### config.mk
export PLATFORM = sky130hd
export DESIGN_NAME = program_loader_flat
export DESIGN_NICKNAME = d
export VERILOG_FILES = /design/src/rtl/program_loader_if.sv /design/src/rtl/program_loader.sv /design/src/flat_wrapper.sv
export SDC_FILE = /design/constraint.sdc
export NUM_CORES = 1
export LEC_CHECK = 0
export ABC_AREA = 1
export CAP_MARGIN = 20
export CORE_ASPECT_RATIO = 1.25
export CORE_UTILIZATION = 30
export DETAILED_ROUTE_END_ITERATION = 7
export PLACE_DENSITY_LB_ADDON = 0.12
export SLEW_MARGIN = 10
export SYNTH_ARGS = -nofsm -noshare
export SYNTH_HDL_FRONTEND = slang
export SYNTH_SLANG_ARGS = --single-unit
### constraint.sdc
create_clock -name clk -period 3.8 [get_ports clk]
set_input_delay 0.76 -clock clk [delete_from_list [all_inputs] [get_ports clk]]
set_output_delay 0.76 -clock clk [all_outputs]
set_load 0.01 [all_outputs]
### src/rtl/program_loader_if.sv
// Byte-stream input and instruction-memory write port of the program loader.
// The master modport is the loader side; the slave modport is the byte
// source / memory side.
interface program_loader_if;
  logic        byte_valid;
  logic [7:0]  byte_data;
  logic        byte_ready;
  logic        mem_we;
  logic [31:0] mem_addr;
  logic [31:0] mem_wdata;

  modport master (
    input  byte_valid,
    input  byte_data,
    output byte_ready,
    output mem_we,
    output mem_addr,
    output mem_wdata
  );

  modport slave (
    output byte_valid,
    output byte_data,
    input  byte_ready,
    input  mem_we,
    input  mem_addr,
    input  mem_wdata
  );
endinterface

### src/rtl/program_loader.sv
// Program loader: assembles a little-endian byte stream into 32-bit words and
// writes them into instruction memory, holding the CPU in reset meanwhile.
// A load is started with a word count, can be aborted, and finishes in DONE
// or ERROR, where the status outputs hold until the next accepted start.
module program_loader #(
  parameter int DEPTH = 101,
  parameter int LW    = 7
) (
  input  logic          clk,
  input  logic          rst_n,
  input  logic          start,
  input  logic [LW-1:0] length,
  input  logic          abort,
  program_loader_if.master bus,
  output logic          cpu_hold,
  output logic          busy,
  output logic          done,
  output logic          error
);

  typedef enum logic [2:0] {
    S_IDLE  = 3'd0,
    S_LOAD  = 3'd1,
    S_WRITE = 3'd2,
    S_DONE  = 3'd3,
    S_ERROR = 3'd4
  } state_t;

  localparam logic [LW-1:0] DEPTH_L = LW'(DEPTH);

  state_t        state;
  state_t        state_nxt;
  logic [LW-1:0] len;
  logic [LW-1:0] idx;
  logic [1:0]    cnt;
  logic [31:0]   shreg;
  logic [31:0]   addr_q;
  logic [31:0]   wdata_q;
  logic [31:0]   wr_addr;
  logic          xfer;
  logic          last_word;

  // A byte is taken only in LOAD and only when no abort is pending; an abort
  // in the same cycle discards the byte.
  assign xfer      = (state == S_LOAD) && bus.byte_valid && !abort;
  assign last_word = (idx == (len - LW'(1)));
  assign wr_addr   = {{(30-LW){1'b0}}, idx, 2'b00};

  // State register
  always_ff @(posedge clk or negedge rst_n) begin
    if (!rst_n) begin
      state <= S_IDLE;
    end else begin
      state <= state_nxt;
    end
  end

  // Next-state decode; start is only honoured when no load is in progress
  always_comb begin
    state_nxt = state;
    case (state)
      S_IDLE, S_DONE, S_ERROR: begin
        if (start) begin
          if (length == '0) begin
            state_nxt = S_DONE;
          end else if (length > DEPTH_L) begin
            state_nxt = S_ERROR;
          end else begin
            state_nxt = S_LOAD;
          end
        end
      end
      S_LOAD: begin
        if (abort) begin
          state_nxt = S_ERROR;
        end else if (xfer && (cnt == 2'd3)) begin
          state_nxt = S_WRITE;
        end
      end
      S_WRITE: begin
        // The write itself always completes; abort only redirects the exit.
        if (abort) begin
          state_nxt = S_ERROR;
        end else if (last_word) begin
          state_nxt = S_DONE;
        end else begin
          state_nxt = S_LOAD;
        end
      end
      default: state_nxt = S_IDLE;
    endcase
  end

  // Datapath: length latch, word index, byte lane counter, shift register and
  // the held copies of the last memory address/data
  always_ff @(posedge clk or negedge rst_n) begin
    if (!rst_n) begin
      len     <= '0;
      idx     <= '0;
      cnt     <= '0;
      shreg   <= '0;
      addr_q  <= '0;
      wdata_q <= '0;
    end else begin
      case (state)
        S_IDLE, S_DONE, S_ERROR: begin
          if (state_nxt == S_LOAD) begin
            len <= length;
            idx <= '0;
            cnt <= '0;
          end
        end
        S_LOAD: begin
          if (xfer) begin
            shreg[{cnt, 3'b000} +: 8] <= bus.byte_data;
            cnt                       <= cnt + 2'd1;
          end
        end
        S_WRITE: begin
          addr_q  <= wr_addr;
          wdata_q <= shreg;
          if (state_nxt == S_LOAD) begin
            idx <= idx + LW'(1);
            cnt <= '0;
          end
        end
        default: begin
          cnt <= '0;
        end
      endcase
    end
  end

  // Outputs decoded from state; address/data are live in WRITE and hold the
  // last written values everywhere else
  always_comb begin
    bus.byte_ready = 1'b0;
    bus.mem_we     = 1'b0;
    bus.mem_addr   = addr_q;
    bus.mem_wdata  = wdata_q;
    cpu_hold       = 1'b0;
    busy           = 1'b0;
    done           = 1'b0;
    error          = 1'b0;
    case (state)
      S_LOAD: begin
        bus.byte_ready = 1'b1;
        cpu_hold       = 1'b1;
        busy           = 1'b1;
      end
      S_WRITE: begin
        bus.mem_we    = 1'b1;
        bus.mem_addr  = wr_addr;
        bus.mem_wdata = shreg;
        cpu_hold      = 1'b1;
        busy          = 1'b1;
      end
      S_DONE: begin
        done = 1'b1;
      end
      S_ERROR: begin
        error = 1'b1;
      end
      default: begin
        bus.byte_ready = 1'b0;
      end
    endcase
  end

endmodule

### src/flat_wrapper.sv
// flat-port wrapper written by rule: the top's interface ports become plain ports
module program_loader_flat 
#(
  parameter int DEPTH = 101,
  parameter int LW    = 7
)
  (clk, rst_n, start, length, abort, cpu_hold, busy, done, error, bus_byte_valid, bus_byte_data, bus_byte_ready, bus_mem_we, bus_mem_addr, bus_mem_wdata);
  program_loader_if bus_i ();
  input  logic clk;
  input  logic rst_n;
  input  logic start;
  input  logic [LW-1:0] length;
  input  logic abort;
  output logic cpu_hold;
  output logic busy;
  output logic done;
  output logic error;
  input wire logic [$bits(bus_i.byte_valid)-1:0] bus_byte_valid;
  input wire logic [$bits(bus_i.byte_data)-1:0] bus_byte_data;
  output wire logic [$bits(bus_i.byte_ready)-1:0] bus_byte_ready;
  output wire logic [$bits(bus_i.mem_we)-1:0] bus_mem_we;
  output wire logic [$bits(bus_i.mem_addr)-1:0] bus_mem_addr;
  output wire logic [$bits(bus_i.mem_wdata)-1:0] bus_mem_wdata;
  assign bus_i.byte_valid = bus_byte_valid;
  assign bus_i.byte_data = bus_byte_data;
  assign bus_byte_ready = bus_i.byte_ready;
  assign bus_mem_we = bus_i.mem_we;
  assign bus_mem_addr = bus_i.mem_addr;
  assign bus_mem_wdata = bus_i.mem_wdata;
  program_loader #(.DEPTH(DEPTH), .LW(LW)) u_core (.clk(clk), .rst_n(rst_n), .start(start), .length(length), .abort(abort), .bus(bus_i), .cpu_hold(cpu_hold), .busy(busy), .done(done), .error(error));
endmodule
**Word-level counts from Yosys, hierarchy flattened**

Index checks and enable logic that the tools add are counted.

- Register bits: 115
- Output and inout port bits: 70
- Logic and storage cells: 61

- Add/sub/neg operators: 4
- Order comparisons: 1
- Eq/ne operators: 11
- Shifts and indexed selects: 2
- Muxes and demuxes: 22
- Reduce and logical (&&, ||, !) cells: 14

Operators with widths:

| operator | number |
|---|---|
| 32-bit two-way mux | 2 |
| 32-bit bitwise mux | 1 |
| 8-bit by 7-bit variable shift with 32-bit output, first input constant | 1 |
| 8-bit by 7-bit variable part select with 32-bit output | 1 |
| 3-bit two-way mux | 6 |
| 7-bit two-way mux | 2 |
| 7-bit case mux with 2 select lines | 1 |
| 3-bit case mux with 3 select lines | 1 |
| 2-bit by 1-bit != test with 1-bit output, second input constant | 4 |
| 7-bit by 1-bit adder with 7-bit output, second input constant | 1 |
| 7-bit equality test | 1 |
| 7-bit > comparator, second input constant | 1 |
| 7-bit logical NOT | 1 |
| 5-bit negation with 7-bit output | 1 |
| 7-bit by 1-bit subtractor with 7-bit output, second input constant | 1 |
| 3-bit by 1-bit equality test with 1-bit output, second input constant | 2 |
| 3-bit by 2-bit equality test with 1-bit output, second input constant | 2 |
| 2-bit two-way mux | 3 |
| 2-bit AND reduction | 3 |
| 1-bit two-way mux | 5 |
| 2-bit case mux with 2 select lines | 1 |
| 4-bit OR reduction | 1 |
| 3-bit equality test, second input constant | 1 |
| 1-bit logical AND | 3 |
| 8 further kinds | 8 |

**Logic depth before layout (Yosys ltp)**

Gate-level depths: netlist of the first run.

- Word-level depth: 10
- Mapped depth: 17
- Mapped depth without buffers: 16

**Worst setup path before layout of the first run**

OpenSTA, ideal clock, no wires.

- Path kind: register to output
- Start point: register u_core.state[2]
- End point: output port bus_mem_wdata[29]
- Data arrival time: 1.335 ns
- Data required time: 3.040 ns
- Setup slack: 1.705 ns
- Stages on the path, launching flop included: 7
- Buffers on the path: 1
- Path through: dfrtp_1 -> inv_2 -> nand2_2 -> nor2_4 -> inv_2 -> clkbuf_1 -> o21ai_0

- Cells in the longest elaborated chain, start to end: 2

RTL lines:

| item | line | text |
|---|---|---|
| start, declared | program_loader.sv:31 | `state_t state;` |
| start signal, assigned | program_loader.sv:54 | `state <= state_nxt;` |
| 3-bit by 2-bit equality test with 1-bit output | program_loader.sv:145 | `case (state)` |
| 32-bit two-way mux | - |  |
| end, declared | flat_wrapper.sv:23 | `output wire logic [$bits(bus_i.mem_wdata)-1:0] bus_mem_wdata;` |

No other way between the ends.

**Worst setup path in the final report of the first run**

- Start point: register u_core.state[2]
- End point: output port bus_mem_wdata[30]

Same word-level chain as after synthesis.

==> impl_metrics.py, run 1 <==
metrics = {
    "run_status": {
        "status": "completed",
    },
    "worst_setup_path": {
        "start_kind": "register",
        "rr_worst_depth": 6,
        "r2r-start": "u_core.cnt[0]",
        "crit_family": "buffers and inverters",
        "crit_path_max_incr_delay_ns": 0.60,
        "cp_max_fo": 52,
        "crit_top_cell": "inv_2",
        "cp.required_ns": 3.04,
        "crit_type": "reg2out",
        "crit_chain": "inv_2 -> nand2_2 -> nor2_4 -> inv_2 -> buf_12 -> o21ai_0 -> clkdlybuf4s50_1",
        "crit_slowest_cell": "clkdlybuf4s50_1",
        "crit_arrival_ns": 2.50,
        "r2r-end": "u_core.shreg[19]",
        "worstSetupEndpointType": "primary output",
        "critical_path_buf_inv_count": 4,
        "rrSetupSlack_ns": 1.11,
    },
    "power": {
        "leakagePower_nw": 3.44,
        "power.share.clock": 0.330,
        "total_power_mw": 5.35,
        "combPwrFrac": 0.339,
        "switching_power_mw": 1.80,
        "vdd_drop_max_mv": 0.294,
        "intPower_mw": 3.55,
        "pwr-share-seq": 0.331,
        "swShare": 0.336,
        "powerDensity_nw_per_um2": 780,
    },
    "placed_design": {
        "place_congestion": 0.752,
        "post-place-cells": 872,
        "dpl.hpwl_mm": 8.68,
        "numPortBuffers": 89,
    },
    "cts": {
        "clockBufferDepth": 2,
        "cts_resized": 0,
        "cts_made_buffers": 17,
        "postCtsSetupRepairBufs": 0,
        "clock-sinks": 115,
        "hold_buffers": 0,
        "cts_root_buf": "clkbuf_16",
        "clock_latency_ns": 0.42,
        "path_clk_slew_ns": 0.05,
        "htree_levels": 4,
        "tritoncts": "built",
    },
    "logic_synthesis": {
        "yosysTopAreaCell": "dfrtp_1",
        "yosys_warnings": 0,
        "synth-seq-area-share": 0.564,
        "ys_types": 35,
        "synthesis.nets": 614,
        "postSynthCellCount": 586,
        "synth.area.top_cells": "dfrtp_1 56%, nand2_1 10%, inv_1 6.8%",
        "avgSynthCellArea_um2": 8.71,
        "synth_area_um2": 5110,
        "synth_top_cell_area_share": 0.564,
        "ys_ff_latch": 115,
    },
    "sta": {
        "skew_ns": 0.00861,
        "slew_viol_final": 0,
        "holdWs_ns": 0.368,
        "worstMarginPinSlew_ns": 0.724,
        "setup_violations": 0,
        "rsz0062_at_grt": "false",
        "relSlewSlack": 0.517,
        "hold_violations": 0,
        "post-route-period-util": 0.859,
        "fin_setup_tns_ns": 0,
        "period_minus_slack_ns": 3.26,
        "clock.fmax_mhz": 306,
    },
    "layout": {
        "n_fill_cell": 1669,
        "utilization": 0.418,
        "num_antenna_cells": 0,
        "drive_above_1_share": 0.0901,
        "final_cells": 904,
        "fin_nets": 703,
        "syn_to_final_growth_pct": 34.2,
    },
    "floorplan": {
        "die_area_um2": 17500,
        "die_h_um": 148,
        "num_rows": 52,
        "pin_count": 90,
        "core_area_um2": 16400,
        "initial_utilization": 0.311,
        "die_w_um": 119,
    },
    "routing": {
        "drc": 0,
        "first_iter_violations": 132,
        "dr.pass1.iters": 6,
        "vias": 3964,
        "wl_per_cell_um": 13.3,
        "via_per_inst": 4.38,
        "totalWireLength_mm": 12.0,
        "postRouteAntennaNets": 0,
    },
    "worst_hold_path": {
        "worstHoldPathType": "in2async",
    },
    "global_routing": {
        "grt_pass1_wl_mm": 19.7,
        "grt_start_max_net_pins": 68,
        "overflow": 0,
        "antenna_found_initial": 0,
        "track_usage": 0.146,
        "grt_pass1_vias": 3995,
    },
    "job": {
        "maxCapViolCount": 0,
    },
}
==> through the flow <==
stage               setup WS, ns  cell area (um^2)
finish                     0.536              6850
global route               0.325              6850
CTS                        0.501              6850
detailed placement         0.964              6200
global placement            1.00              6200
floorplan                   1.71              5110
==> flip-flops by register name, indices dropped and copies added, names as in the netlist <==
register and cells:
u_core.addr_q 32, u_core.shreg 32, u_core.wdata_q 32, u_core.idx 7
u_core.len 7, u_core.state 3, u_core.cnt 2
==> worst max path at each step <==
stage	endpoint	startpoint	depth (start not counted)	slack [ns]
6_report	bus_mem_wdata[30]	u_core.state[2]	7	0.54
5_1_grt	bus_mem_wdata[29]	u_core.state[2]	7	0.33
4_1_cts	bus_mem_wdata[30]	u_core.state[2]	7	0.50
3_5_place_dp	bus_mem_wdata[30]	u_core.state[2]	7	0.96
3_3_place_gp	bus_mem_wdata[30]	u_core.state[2]	7	1.00
2_1_floorplan	bus_mem_wdata[29]	u_core.state[2]	6	1.71
==> cells in the mapped netlist <==
cell / number
a21oi_1: 2
a21oi_2: 1
and2_4: 1
buf_1: 2
buf_2: 6
buf_4: 1
buf_6: 3
clkbuf_1: 10
clkbuf_4: 1
clkinv_1: 2
dfrtp_1: 115
ha_1: 8
inv_1: 93
inv_2: 5
nand2_1: 142
nand2_2: 6
nand2_4: 1
nand3_1: 33
nand3_2: 2
nand3_4: 2
nand4_1: 24
nor2_1: 35
nor2_2: 5
nor2_4: 1
nor3_1: 1
nor3b_1: 1
nor4_1: 1
o21a_1: 1
o21ai_0: 65
o21ai_1: 6
o21ai_2: 1
o21ai_4: 1
o21bai_1: 1
xnor2_1: 1
xor2_1: 6
==> layer usage <==
layer | GRT usage | routed length, um | up-vias
met5 | 0 | 0 | -
met4 | 0.0633 | 187 | 0
met3 | 0.0370 | 363 | 16
met2 | 0.261 | 6420 | 69
met1 | 0.164 | 5040 | 1861
li1 | - | - | 2018
==> final cells by class <==
cell class | instances | area [um^2] | share of cell area
Clock buffer | 20 | 457 | 0.0666
Clock inverter | 12 | 201 | 0.0294
Inverter | 100 | 375 | 0.0548
Multi-Input combinational cell | 348 | 1730 | 0.252
Sequential cell | 115 | 2880 | 0.420
Tap cell | 216 | 270 | 0.0394
Timing Repair Buffer | 93 | 943 | 0.138
==> cells in the final DEF (no fill, tap or decap), drive strengths merged, types with 2 or more instances in the layout <==
cell and instances:
a21oi 3, buf 5, bufinv 5, clkbuf 20
clkdlybuf4s50 88, clkinv 6, clkinvlp 2, dfrtp 115
ha 8, inv 99, nand2 149, nand3 37
nand4 24, nor2 41, o21ai 73, xor2 6
==> power by group through the flow <==
stage               registers [mW]  clock network (mW)  logic, mW
floorplan                     1.73                   0       1.14
global placement              1.78                   0       1.81
detailed placement            1.79                   0       1.84
CTS                           1.77                1.81       1.85
global route                  1.81                1.86       2.05
finish                        1.77                1.77       1.82
==> cells by family after synthesis <==
group	after synthesis	synth area share
and+or+nand+nor	255	0.226
xor gates and xnor gates	7	0.0120
AOI/OAI and AO/OA	78	0.0811
adders and majority gates	8	0.0196
DFF	115	0.564
buffers and inverters	123	0.0978
Note: power is estimated with default switching activity, not from simulation.
==> run 2: changes to the inputs <==
==> constraint.sdc (replaced) <==
create_clock -name clk -period 4.2 [get_ports clk]
set_input_delay 0.84 -clock clk [delete_from_list [all_inputs] [get_ports clk]]
set_output_delay 0.84 -clock clk [all_outputs]
set_load 0.01 [all_outputs]
==> impl_metrics.py, run 2 (synthesis results as in run 1) <==
metrics = {
    "run_status": {
        "status": "completed",
    },
    "cts": {
        "cts_root_buf": "clkbuf_16",
        "clock_latency_ns": 0.41,
        "postCtsSetupRepairBufs": 0,
        "htree_levels": 4,
        "clockBufferDepth": 2,
        "cts_resized": 0,
        "clock-sinks": 115,
        "cts_made_buffers": 17,
        "path_clk_slew_ns": 0.06,
        "tritoncts": "built",
        "hold_buffers": 0,
    },
    "routing": {
        "dr.pass1.iters": 4,
        "wl_per_cell_um": 13.0,
        "postRouteAntennaNets": 0,
        "totalWireLength_mm": 11.7,
        "drc": 0,
        "vias": 3955,
        "via_per_inst": 4.38,
        "first_iter_violations": 165,
    },
    "global_routing": {
        "antenna_found_initial": 0,
        "grt_pass1_vias": 3880,
        "grt_pass1_wl_mm": 19.6,
        "grt_start_max_net_pins": 78,
        "overflow": 0,
        "track_usage": 0.145,
    },
    "layout": {
        "final_cell_mix": "142 x nand2_1, 115 x dfrtp_1, 93 x inv_1",
        "drive_above_1_share": 0.0916,
        "syn_to_final_growth_pct": 32.7,
        "n_fill_cell": 1694,
        "num_antenna_cells": 0,
        "reg_top3": "u_core.addr_q: 32 flops, u_core.shreg: 32 flops, u_core.wdata_q: 32 flops",
        "utilization": 0.413,
        "final_cells": 904,
        "fin_nets": 703,
        "layout_commonest_cell": "nand2_1",
    },
    "worst_setup_path": {
        "worstSetupEndpointType": "primary output",
        "cp_max_fo": 52,
        "rrSetupSlack_ns": 1.52,
        "rr_worst_depth": 6,
        "crit_type": "reg2out",
        "r2r-start": "u_core.cnt[0]",
        "crit_arrival_ns": 2.79,
        "r2r-end": "u_core.shreg[22]",
        "start_kind": "register",
        "cp.required_ns": 3.36,
    },
    "worst_hold_path": {
        "hold_start": "u_core.addr_q[15]",
        "whs_path_depth": 2,
        "worstHoldPathType": "reg2reg",
        "whs_endpoint": "u_core.addr_q[15]",
    },
    "power": {
        "powerDensity_nw_per_um2": 689,
        "intPower_mw": 3.03,
        "power.share.clock": 0.307,
        "vdd_drop_max_mv": 0.272,
        "combPwrFrac": 0.350,
        "leakagePower_nw": 3.39,
        "pwr-share-seq": 0.343,
        "swShare": 0.351,
        "switching_power_mw": 1.64,
    },
    "sta": {
        "relSlewSlack": 0.346,
        "hold_violations": 0,
        "rsz0062_at_grt": "false",
        "clock.fmax_mhz": 275,
        "setup_violations": 0,
        "worstMarginPinSlew_ns": 0.981,
        "post-route-period-util": 0.865,
        "skew_ns": 0.0115,
        "fin_setup_tns_ns": 0,
        "period_minus_slack_ns": 3.63,
        "slew_viol_final": 0,
    },
    "floorplan": {
        "num_rows": 52,
        "core_area_um2": 16400,
        "initial_utilization": 0.311,
        "pin_count": 90,
        "die_area_um2": 17500,
        "die_w_um": 119,
        "die_h_um": 148,
    },
    "placed_design": {
        "numPortBuffers": 89,
        "dpl.hpwl_mm": 8.52,
        "post-place-cells": 872,
        "place_congestion": 0.748,
    },
    "job": {
        "maxCapViolCount": 0,
    },
}
run 2: cell types whose count changed in the layout (fill, tap and decap cells not counted), sizes merged:
cell and change:
bufinv -3, clkbuf -1, clkinv +1, clkinvlp +2
inv +1
run 2: metrics by stage:
| step | total power, mW | setup WS [ns] | instance area (um^2) | hold WS (ns) |
|---|---|---|---|---|
| 3_5_place_dp | 3.28 | 0.964 | 6170 | 0.452 |
| 3_3_place_gp | 3.25 | 1.06 | 6170 | 0.449 |
| 6_report | 4.67 | 0.567 | 6780 | 0.461 |
| 5_1_grt | 5.01 | 0.291 | 6780 | 0.487 |
| 4_1_cts | 4.74 | 0.506 | 6780 | 0.467 |
| 2_1_floorplan | 2.60 | 2.03 | 5110 | 0.462 |
run 2: routing by layer:
| metal | up-vias | part of all wire | global-route usage |
|---|---|---|---|
| met3 | 18 | 0.032 | 0.0397 |
| met5 | - | 0 | 0 |
| met4 | 0 | 0.023 | 0.0709 |
| met1 | 1859 | 0.43 | 0.169 |
| li1 | 2014 | - | - |
| met2 | 64 | 0.51 | 0.246 |
run 2: critical path, stage by stage, from the launching register on:
cell and delay (ns):
dfrtp_1 0.40, nand2_2 0.14, nor2_4 0.07, inv_2 0.53, buf_4 0.39, nand2_1 0.10
o21ai_0 0.11, clkdlybuf4s50_1 0.60
run 2: worst max-delay path by stage:
| stage | startpoint | to | depth (start not counted) |
|---|---|---|---|
| 2_1_floorplan | u_core.state[2] | bus_mem_wdata[29] | 6 |
| 4_1_cts | u_core.state[1] | bus_mem_wdata[1] | 7 |
| 3_5_place_dp | u_core.state[1] | bus_mem_wdata[1] | 7 |
| 3_3_place_gp | u_core.state[1] | bus_mem_wdata[2] | 7 |
| 6_report | u_core.state[1] | bus_mem_wdata[1] | 7 |
| 5_1_grt | u_core.state[1] | bus_mem_wdata[9] | 7 |
run 2: power groups by stage:
stage                     Sequential [mW]  Clock [mW]  Combinational, mW
after CTS                            1.60        1.47               1.67
final                                1.60        1.43               1.64
after global placement               1.61           0               1.64
after global routing                 1.64        1.52               1.85
after detailed placement             1.62           0               1.66
after floorplan                      1.57           0               1.03
run 2: final cells by class:
type	count	area (um^2)	share of cell area
multi-input combinational	348	1730	0.255
sequential	115	2880	0.425
timing repair buffer	93	918	0.136
inverter	100	375	0.0554
clock inverter	13	151	0.0223
tap	216	270	0.0399
clock buffer	19	453	0.0669
==> run 3: changes to the inputs <==
--- a/config.mk
+++ b/config.mk
@@ -15,3 +15,4 @@
 export SYNTH_ARGS = -nofsm -noshare
 export SYNTH_HDL_FRONTEND = slang
 export SYNTH_SLANG_ARGS = --single-unit
+export TNS_END_PERCENT = 50
==> results of run 3 <==
No change in the layout: final DEF, timing and power equal those of run 2.
